File: config.mk
export PLATFORM = sky130hd
export DESIGN_NAME = controllore_partita
export DESIGN_NICKNAME = d
export VERILOG_FILES = /design/src/rtl/controllore_pkg.sv /design/src/rtl/contatore_timeout.sv /design/src/rtl/controllore_partita.sv
export SDC_FILE = /design/constraint.sdc
export NUM_CORES = 1
export LEC_CHECK = 0
export ABC_AREA = 1
export BUFFER_PORTS_ARGS = -buffer_cell sky130_fd_sc_hd__clkbuf_2
export CORE_ASPECT_RATIO = 2
export CORE_MARGIN = 3
export CORE_UTILIZATION = 32
export CTS_CLUSTER_SIZE = 28
export DETAILED_ROUTE_END_ITERATION = 7
export REMOVE_ABC_BUFFERS = 1
export SYNTH_ARGS = -nofsm -noshare
export SYNTH_HDL_FRONTEND = slang
export SYNTH_SLANG_ARGS = --single-unit
File: constraint.sdc
create_clock -name clk -period 1.5 [get_ports clk]
set_input_delay 0.3 -clock clk [delete_from_list [all_inputs] [get_ports clk]]
set_output_delay 0.3 -clock clk [all_outputs]
set_load 0.1 [all_outputs]
File: src/rtl/controllore_pkg.sv
// Shared types and constants for the match control FSM and its optional timeout counter.
package controllore_pkg;

    typedef enum logic [1:0] {
        RIPOSO = 2'b00,
        SETUP  = 2'b01,
        GIOCO  = 2'b10,
        FINE   = 2'b11
    } stato_t;

    localparam logic [1:0] ESITO_NESSUNO = 2'b00;
    localparam logic [1:0] ESITO_PRIMO   = 2'b01;
    localparam logic [1:0] ESITO_SECONDO = 2'b10;
    localparam logic [1:0] ESITO_PARI    = 2'b11;

    localparam int MANCHE_BASE_DEFAULT = 4;

endpackage

File: src/rtl/contatore_timeout.sv
// Idle-cycle counter with clear, count enable and a terminal-count strobe on the LIMITE-th counted cycle.
module contatore_timeout #(
    parameter int LIMITE = 64
) (
    input  logic clk,
    input  logic rst_n,
    input  logic clear,
    input  logic conta,
    output logic terminale
);

    localparam int W = $clog2(LIMITE + 1);
    localparam logic [W-1:0] ULTIMO = W'(LIMITE - 1);

    logic [W-1:0] cnt_q;
    logic [W-1:0] cnt_d;

    always_comb begin
        cnt_d = cnt_q;
        if (clear) begin
            cnt_d = '0;
        end else if (conta && (cnt_q != ULTIMO)) begin
            cnt_d = cnt_q + W'(1);
        end
    end

    always_ff @(posedge clk or negedge rst_n) begin
        if (!rst_n) begin
            cnt_q <= '0;
        end else begin
            cnt_q <= cnt_d;
        end
    end

    assign terminale = conta && !clear && (cnt_q == ULTIMO);

endmodule

File: src/rtl/controllore_partita.sv
// Match control FSM: setup pulse, counting enable, result latch with valid/ack handshake.
// Optional idle timeout in GIOCO is enabled by defining CONTROLLO_TIMEOUT_EN.
module controllore_partita
    import controllore_pkg::*;
#(
    parameter int CONT_W        = 5,
    parameter int MANCHE_BASE   = MANCHE_BASE_DEFAULT,
    parameter int TIMEOUT_CICLI = 64
) (
    input  logic              clk,
    input  logic              rst_n,
    input  logic              INIZIO,
    input  logic              MOSSA_VALIDA,
    input  logic [1:0]        PRIMO,
    input  logic [1:0]        SECONDO,
    input  logic              FINE_CONTO,
    input  logic [1:0]        PARTITA,
    output logic              INIZIO_SETUP,
    output logic              INIZIO_CONTO,
    output logic [1:0]        RISULTATO,
    output logic              RISULTATO_VALIDO,
    input  logic              ACK,
    output logic              ERRORE,
    output logic [CONT_W-1:0] MANCHE_GIOCATE
);

    if (TIMEOUT_CICLI < 2) begin : g_check_timeout
        $error("TIMEOUT_CICLI must be at least 2");
    end

    stato_t            stato_q, stato_d;
    logic [CONT_W-1:0] limite_q, limite_d;
    logic [CONT_W-1:0] manche_q, manche_d;
    logic [1:0]        risultato_q, risultato_d;
    logic              errore_q, errore_d;

    logic overrun;
    logic timeout;

    assign overrun = (manche_q == (limite_q + CONT_W'(1)));

`ifdef CONTROLLO_TIMEOUT_EN
    contatore_timeout #(
        .LIMITE (TIMEOUT_CICLI)
    ) u_contatore_timeout (
        .clk       (clk),
        .rst_n     (rst_n),
        .clear     ((stato_q != GIOCO) || MOSSA_VALIDA),
        .conta     (stato_q == GIOCO),
        .terminale (timeout)
    );
`else
    assign timeout = 1'b0;
`endif

    always_ff @(posedge clk or negedge rst_n) begin
        if (!rst_n) begin
            stato_q     <= RIPOSO;
            limite_q    <= '0;
            manche_q    <= '0;
            risultato_q <= ESITO_NESSUNO;
            errore_q    <= 1'b0;
        end else begin
            stato_q     <= stato_d;
            limite_q    <= limite_d;
            manche_q    <= manche_d;
            risultato_q <= risultato_d;
            errore_q    <= errore_d;
        end
    end

    always_comb begin
        stato_d = stato_q;
        unique case (stato_q)
            RIPOSO: if (INIZIO) stato_d = SETUP;
            SETUP:  stato_d = GIOCO;
            GIOCO:  if (FINE_CONTO || overrun || timeout) stato_d = FINE;
            FINE:   if (ACK) stato_d = RIPOSO;
            default: stato_d = RIPOSO;
        endcase
    end

    // A datapath decision always takes precedence over overrun or timeout on the same edge.
    always_comb begin
        limite_d    = limite_q;
        manche_d    = manche_q;
        risultato_d = risultato_q;
        errore_d    = errore_q;
        unique case (stato_q)
            RIPOSO: begin
                if (INIZIO) begin
                    manche_d    = '0;
                    risultato_d = ESITO_NESSUNO;
                    errore_d    = 1'b0;
                end
            end
            SETUP: begin
                limite_d = CONT_W'({SECONDO, PRIMO}) + CONT_W'(MANCHE_BASE);
            end
            GIOCO: begin
                if (MOSSA_VALIDA && (manche_q != {CONT_W{1'b1}})) begin
                    manche_d = manche_q + CONT_W'(1);
                end
                if (FINE_CONTO) begin
                    risultato_d = PARTITA;
                    errore_d    = 1'b0;
                end else if (overrun || timeout) begin
                    risultato_d = ESITO_NESSUNO;
                    errore_d    = 1'b1;
                end
            end
            default: ;
        endcase
    end

    always_comb begin
        INIZIO_SETUP     = (stato_q == SETUP);
        INIZIO_CONTO     = (stato_q == GIOCO) && !FINE_CONTO;
        RISULTATO_VALIDO = (stato_q == FINE);
        RISULTATO        = risultato_q;
        ERRORE           = errore_q;
        MANCHE_GIOCATE   = manche_q;
    end

endmodule

==> Word-level counts from Yosys, hierarchy flattened <==
Cells that the tools add are included.
{ "totals": {"output_inout_bits": 11, "word_cells": 42, "in_bits": 12, "ff_bits": 15} }
{ "classes": {"reduce_logical": 9, "mux": 15, "n_eq_ne": 10, "addsub": 3} }
{ "ops": {"columns": ["cell", "n"], "rows": [
  ["$mux 2", 6],
  ["$add 5x1->5 const B", 2],
  ["$mux 5", 2],
  ["$pmux 5 s2", 1],
  ["$reduce_and 3->1", 3],
  ["$pmux 2 s4", 1],
  ["$ne 2x2->1 const B", 3],
  ["$add 4x3->5 const B", 1],
  ["$eq 5x5->1", 1],
  ["$ne 5x5->1 const B", 1],
  ["$eq 2x2->1 const B", 2],
  ["$pmux 2 s2", 1],
  ["$mux 1", 3],
  ["$ne 3x3->1 const B", 1],
  ["$eq 2x1->1 const B", 1],
  ["$logic_and 1x1->1", 2],
  ["$logic_not 2->1", 1],
  ["$ne 2x1->1 const B", 1],
  ["$pmux 1 s2", 1],
  ["$reduce_bool 2->1", 1],
  ["$logic_not 1->1", 1],
  ["$logic_or 1x1->1", 1]
]} }

==> Depth between registers and ports, before layout <==
Gate-level depths: netlist of run 1.
{ "depth": {"depth_word": 5, "ltp_mapped": 12, "depth_no_buf": 12} }

==> Worst setup path after synthesis of run 1 <==
No wires, ideal clock.
{ "synth_timing": {"path_type": "reg2reg", "startpoint": "register manche_q[1], in the netlist MANCHE_GIOCATE[1]", "endpoint": "register manche_q[2], in the netlist MANCHE_GIOCATE[2]", "n_path_buf": 1, "path_stages_with_launch": 10, "t_arrival_ps": 2053, "setup_time_ps": 125, "setup_slack_ps": -678, "period_less_slack_ps": 2178, "required_ps": 1375, "cell_sequence": "dfrtp_1 -> ha_1 -> nand2_1 -> nor2_1 -> ha_1 -> nor2_1 -> o21a_1 -> buf_4 -> nand4_1 -> o21ai_1"} }
{ "synth_via": {"elab_chain_len": 4, "word_cells_on_any_way": 7, "classes_between": "add/sub (1); eq/ne (2); mux (2); reduce/logical (2)"} }
{ "synth_lines": {"columns": ["element", "line", "rtl"], "rows": [
  ["start: declaration", "controllore_partita.sv:33", "logic [CONT_W-1:0] manche_q, manche_d;"],
  ["start signal: assignment", "controllore_partita.sv:66", "manche_q <= manche_d;"],
  ["branches (longest 4 deep; another with $add 5x1->5)", null, null]
]} }
Parallel ways; which one is timed is not known. The select of a mux whose other input is x is not followed.
A chain may end at the register's enable or synchronous reset.

==> Worst setup path after layout of run 1 <==
{ "layout_timing": {"startpoint": "register stato_q[0]", "endpoint": "output INIZIO_CONTO"} }
{ "layout_via": {"elab_chain_len": 2} }
{ "layout_lines": {"columns": ["element", "line", "rtl"], "rows": [
  ["start: declaration", "controllore_partita.sv:31", "stato_t stato_q, stato_d;"],
  ["start signal: assignment", "controllore_partita.sv:64", "stato_q <= stato_d;"],
  ["$eq 2x2->1", "controllore_partita.sv:118", "INIZIO_CONTO = (stato_q == GIOCO) && !FINE_CONTO;"],
  ["$logic_and 1x1->1", "controllore_partita.sv:118", null],
  ["end: declaration", "controllore_partita.sv:19", "output logic INIZIO_CONTO,"]
]} }
Every way passes these cells.

==> flow_metrics.py, run 1 <==
metrics = {
    "route": {
        "wl_per_cell_um": 12.27,
        "detailroute.via_count": 981,
        "drcViolationCount": 0,
        "drt_iter0_drc": 16,
        "firstDrtPassIters": 4,
        "viasPerCell": 4.955,
        "antenna_left": 0,
        "drt_wl_total_um": 2429,
    },
    "place": {
        "dpl_cell_area_um2": 1301,
        "placedCellCount": 187,
        "gp_congestion": 0.7663,
        "place_ws_ns": -0.07532,
        "portBuffers": 22,
        "dp_hpwl_um": 1864,
    },
    "clock_tree": {
        "root_buffer": "clkbuf_8",
        "cts.sinks": 15,
        "path_clk_slew_ns": 0.06,
        "insertion_delay_ns": 0.25,
        "clockBufferDepth": 2,
        "htree_levels": 1,
        "cts_tree": "built",
        "cts_buffers": 3,
    },
    "floorplanning": {
        "chipHeight_um": 84.25,
        "io_pins": 23,
        "rows": 27,
        "coreArea_um2": 2838,
        "start_util_pct": 34.52,
        "dieWidth_um": 45.13,
        "dieArea_um2": 3802,
    },
    "yosys": {
        "yosys.area.top_type": "dfrtp_1",
        "synth_area_um2": 979.7,
        "synth_compound_area_share_pct": 8.046,
        "synth-seq-area-share_pct": 38.31,
        "syn_avg_cell_area_um2": 7.654,
        "synth_seq_cells": 15,
        "yosysTopAreaCellShare_pct": 38.31,
        "synth_fa_ha_area_share_pct": 11.49,
        "synth-xor-area-share_pct": 0,
        "synth_top_family_by_area": "simple AND/OR/NAND/NOR gates",
        "synthSimpleGateAreaFrac_pct": 31.42,
        "synth.mux.area_fraction_pct": 1.149,
        "ys_top_cells_by_area": "dfrtp_1 (38%), nand2_1 (13%), ha_1 (11%)",
        "yosys_warnings": 0,
        "syn_inst": 128,
        "ys_types": 24,
    },
    "finish": {
        "final_cells": 198,
        "post-route-cell-area_um2": 1478,
        "finalCoreUtilization_pct": 52.07,
        "multiInputGateArea_um2": 590.6,
        "fillers": 278,
        "drive_above_1_share_pct": 41.42,
        "layout.nets": 191,
        "n_antenna_cell": 0,
        "synthToLayoutAreaGrowth_pct": 50.83,
        "regArea_um2": 376.6,
    },
    "grt": {
        "overflow": 0,
        "grt_pass1_vias": 974,
        "antenna_found_initial": 0,
        "grt_pass1_wl_um": 4105,
        "track_usage_pct": 14.52,
        "grt_max_degree": 16,
    },
    "timing": {
        "rsz0062_at_grt": "true",
        "setup_viol": 5,
        "worst-slew-pin-transition_ns": 0.3960,
        "hold_violations": 0,
        "fmax_ghz": 0.6583,
        "slew_viol_final": 0,
        "relSlewSlack_pct": 73.60,
        "period_minus_slack_ns": 1.519,
        "hold_slack_ns": 0.2275,
        "fin_skew_ns": 0.001494,
        "worst_slack_ns": -0.01903,
        "finalCritPeriodShare_pct": 101.3,
        "tns_ns": -0.04022,
    },
    "status": {
        "violations": "negative setup slack",
        "status": "finished with violations",
    },
    "worst_setup_path": {
        "cp-end-kind": "output port",
        "crit_arrival_ns": 1.22,
        "critPathRequiredTime_ns": 1.20,
        "critical_path_class": "reg -> out",
        "critPathLaunchType": "flip-flop",
        "path_max_fanout": 4,
    },
    "power": {
        "p_total_mw": 3.556,
        "power.density_nw_per_um2": 2407,
        "p_leak_nw": 0.7503,
        "ir_drop_mv": 1.376,
    },
    "flow_run": {
        "max-cap-violations": 0,
    },
    "worst_hold_path": {
        "hold_path.class": "in -> reg",
    },
}
==> area by class of cell <==
cell class                 instances  share of cell area, %
tap                               29                  2.456
inverter                          19                  4.996
multi-input combinational         92                  39.97
sequential                        15                  25.49
clock buffer                       4                  3.048
timing repair buffer              39                  24.05
==> layout by cell type, fill, tap and decap left out, types with 3 or more instances in the layout <==
master and instances:
buf_4 20, nor2_2 3, nand3_1 13, inv_2 6, nor2_1 5, clkbuf_8 3
buf_12 7, ha_4 3, o21ai_0 4, inv_1 12, clkbuf_2 11, o21ai_1 5
dfrtp_1 14, nand4_1 3, ha_1 4, nand2_2 5, nand2_1 33
==> final timing paths <==
check                      depth (start not counted)   startpoint  slack (ns)      endpoint
max                                                5   stato_q[0]       -0.02  INIZIO_CONTO
min                                                2   SECONDO[0]        0.23   limite_q[2]
max reg2reg                                       12  limite_q[0]       -0.01    stato_q[1]
min reg2reg                                        2       ERRORE        0.49        ERRORE
max in group asynchronous                          2        rst_n        0.69    stato_q[1]
min in group asynchronous                          2        rst_n        0.51   limite_q[2]
==> registers in the layout (all words and copies together), names as in the netlist <==
register	count
stato_q	2
RISULTATO	2
ERRORE	1
MANCHE_GIOCATE	5
limite_q	5
==> layer usage <==
layer,vias up,GRT usage (%),routed length (µm)
li1,495,-,-
met1,453,14.11,822
met2,28,26.10,1439
met3,5,2.790,110
met4,0,8.533,56
met5,-,0,0
==> cells in the mapped netlist (all sizes together) <==
| cell | instances |
|---|---|
| o31ai | 1 |
| o21ai | 9 |
| buf | 2 |
| ha | 9 |
| or2 | 2 |
| mux2 | 1 |
| o21a | 2 |
| clkbuf | 1 |
| inv | 19 |
| nand2 | 40 |
| a21oi | 2 |
| nand4 | 3 |
| dfrtp | 15 |
| nor2 | 9 |
| nand3 | 13 |
==> what timing repair did <==
item / 4_1_cts / 5_1_grt
setup buffers: 3 / 2
pin swaps: 1 / 6
resized for setup: 8 / 13
hold buffers: 1 / 0
endpoints found under the setup margin: 11 / 13
endpoints found under the hold margin: 15 / 0
cloned: 0 / 1
==> worst max-delay path, cell delays in order (launching register included) <==
cell and delay, ns:
dfrtp_1 0.39, inv_2 0.08, ha_4 0.16, inv_4 0.05, nor2_4 0.11, buf_12 0.18
==> power by group <==
part	switching, mW	leakage (nW)	internal, mW
clock	0.144	0.0228	0.189
combinational	1.55	0.534	0.979
sequential	0.133	0.193	0.563
==> logic make-up (layout without fill, tap and decap cells) <==
family | after synthesis | after routing
flops | 15 | 15
fa+ha+maj | 9 | 9
mux | 1 | 1
buf+inv | 22 | 62
compound gates | 14 | 15
simple gates | 67 | 67
Note: power is estimated with default switching activity, not from simulation.
==> inputs of run 2 (changes only) <==
--- a/config.mk
+++ b/config.mk
@@ -7,11 +7,14 @@
 export LEC_CHECK = 0
 export ABC_AREA = 1
 export BUFFER_PORTS_ARGS = -buffer_cell sky130_fd_sc_hd__clkbuf_2
+export CELL_PAD_IN_SITES_DETAIL_PLACEMENT = 1
+export CELL_PAD_IN_SITES_GLOBAL_PLACEMENT = 1
 export CORE_ASPECT_RATIO = 2
 export CORE_MARGIN = 3
 export CORE_UTILIZATION = 32
 export CTS_CLUSTER_SIZE = 28
 export DETAILED_ROUTE_END_ITERATION = 7
+export PLACE_DENSITY_LB_ADDON = 0.1
 export REMOVE_ABC_BUFFERS = 1
 export SYNTH_ARGS = -nofsm -noshare
 export SYNTH_HDL_FRONTEND = slang
==> flow_metrics.py, run 2 (synthesized netlist as in run 1, its figures left out) <==
metrics = {
    "power": {
        "p_leak_nw": 0.7622,
        "ir_drop_mv": 1.464,
        "power.density_nw_per_um2": 2481,
    },
    "place": {
        "portBuffers": 22,
        "placedCellCount": 188,
        "dp_hpwl_um": 2254,
        "gp_congestion": 0.8174,
        "place_ws_ns": -0.1104,
    },
    "grt": {
        "grt_max_degree": 16,
        "track_usage_pct": 17.23,
        "grt_pass1_wl_um": 4981,
        "grt_pass1_vias": 1142,
        "overflow": 0,
        "antenna_found_initial": 0,
    },
    "floorplanning": {
        "coreArea_um2": 2838,
        "rows": 27,
        "dieArea_um2": 3802,
        "chipHeight_um": 84.25,
        "dieWidth_um": 45.13,
        "io_pins": 23,
        "start_util_pct": 34.52,
    },
    "status": {
        "violations": "negative setup slack",
        "status": "finished with violations",
    },
    "finish": {
        "mostFrequentLayoutCells": "nand2_1 (32), buf_4 (20), dfrtp_1 (14)",
        "layout.nets": 193,
        "n_antenna_cell": 0,
        "drive_above_1_share_pct": 44.44,
        "final_cells": 200,
        "synthToLayoutAreaGrowth_pct": 55.68,
        "layout_commonest_cell": "nand2_1",
        "finalCoreUtilization_pct": 53.75,
    },
    "worst_setup_path": {
        "crit_arrival_ns": 1.71,
        "path_max_fanout": 7,
        "reg2reg_slack_ns": -0.07,
        "critPathLaunchType": "flip-flop",
        "critical_path_class": "reg -> reg",
        "critPathRequiredTime_ns": 1.64,
        "cp-end-kind": "flip-flop",
    },
    "timing": {
        "setup_viol": 6,
        "worst_slack_ns": -0.06728,
        "fmax_ghz": 0.6380,
        "fin_skew_ns": 0.001634,
        "slew_viol_final": 0,
        "hold_violations": 0,
        "rsz0062_at_grt": "true",
        "period_minus_slack_ns": 1.567,
        "worst-slew-pin-transition_ns": 0.4177,
        "relSlewSlack_pct": 72.15,
        "finalCritPeriodShare_pct": 104.5,
    },
    "clock_tree": {
        "cts_tree": "built",
        "insertion_delay_ns": 0.25,
        "clockBufferDepth": 2,
        "path_clk_slew_ns": 0.06,
        "root_buffer": "clkbuf_8",
        "htree_levels": 1,
        "cts_buffers": 3,
        "cts.sinks": 15,
    },
    "route": {
        "drt_wl_total_um": 3101,
        "wl_per_cell_um": 15.51,
        "drcViolationCount": 0,
        "antenna_left": 0,
        "drt_iter0_drc": 5,
        "detailroute.via_count": 1023,
        "viasPerCell": 5.115,
        "firstDrtPassIters": 3,
    },
    "worst_hold_path": {
        "hold_path.class": "in -> reg",
    },
    "flow_run": {
        "max-cap-violations": 0,
    },
}
[run 2: cell types whose count changed in the layout (fill, tap and decap cells not counted)]
cell,before,now
inv_6,0,1
ha_4,3,4
inv_4,1,0
buf_6,0,2
ha_1,4,2
inv_2,6,7
nand2_2,5,6
nor2_2,3,2
nand2_1,33,32
ha_2,2,3
inv_1,12,11
nor2_4,1,2
[run 2: final timing paths]
path / from / endpoint / depth (start not counted)
min in group asynchronous: rst_n / limite_q[2] / 2
min: SECONDO[0] / limite_q[2] / 2
max in group asynchronous: rst_n / stato_q[1] / 2
min reg2reg: RISULTATO[0] / RISULTATO[0] / 2
max reg2reg: limite_q[0] / ERRORE / 12
max: limite_q[0] / ERRORE / 12
[run 2: metrics by stage]
step                instance area [µm²]  hold WS, ns  power (mW)  setup TNS (ns)
floorplan                         957.2     0.004409       2.168          -6.739
global placement                   1309       0.2427       2.909         -0.2811
detailed placement                 1309       0.2478       2.975         -0.6830
CTS                                1425       0.2384       3.504         -0.2900
global route                       1525       0.2357       4.033          -1.164
finish                             1525       0.2359       3.785         -0.3124
[run 2: final cells by class]
class,instances,area [µm²]
fillers,351,1313
multi-input cells,92,613.1
repair buffers,41,377.9
flip-flops and latches,15,376.6
inverters,19,76.32
clock buffers,4,45.04
well taps,29,36.28
[run 2: what timing repair did]
action	in CTS	in global routing
gates resized for setup	10	20
endpoints found under the setup margin	13	13
pin swaps	2	7
gates cloned	1	0
hold buffers	1	0
endpoints found under the hold margin	15	0
setup buffers	3	3
[run 2: worst max-delay path, stage by stage (launching register included)]
cell,delay (ns)
dfrtp_1,0.41
ha_4,0.28
inv_2,0.03
nand2_1,0.05
nand2_1,0.05
nor2_1,0.08
nand2_1,0.06
nor2_2,0.10
nand2_2,0.08
nand2_4,0.12
nand2_4,0.06
nand2_1,0.06
nand2_1,0.06
[run 2: where the power goes]
part | internal, mW | switching [mW]
Sequential | 0.563 | 0.135
Clock | 0.189 | 0.153
Combinational | 1.07 | 1.67
Total | 1.82 | 1.96
[run 2: metal layers]
layer | part of all wire [%] | track usage, % | vias up
met2 | 62 | 32.95 | 19
met4 | 1.0 | 4.800 | 0
li1 | - | - | 497
met5 | 0 | 0 | -
met3 | 3.7 | 3.004 | 4
met1 | 34 | 17.55 | 503
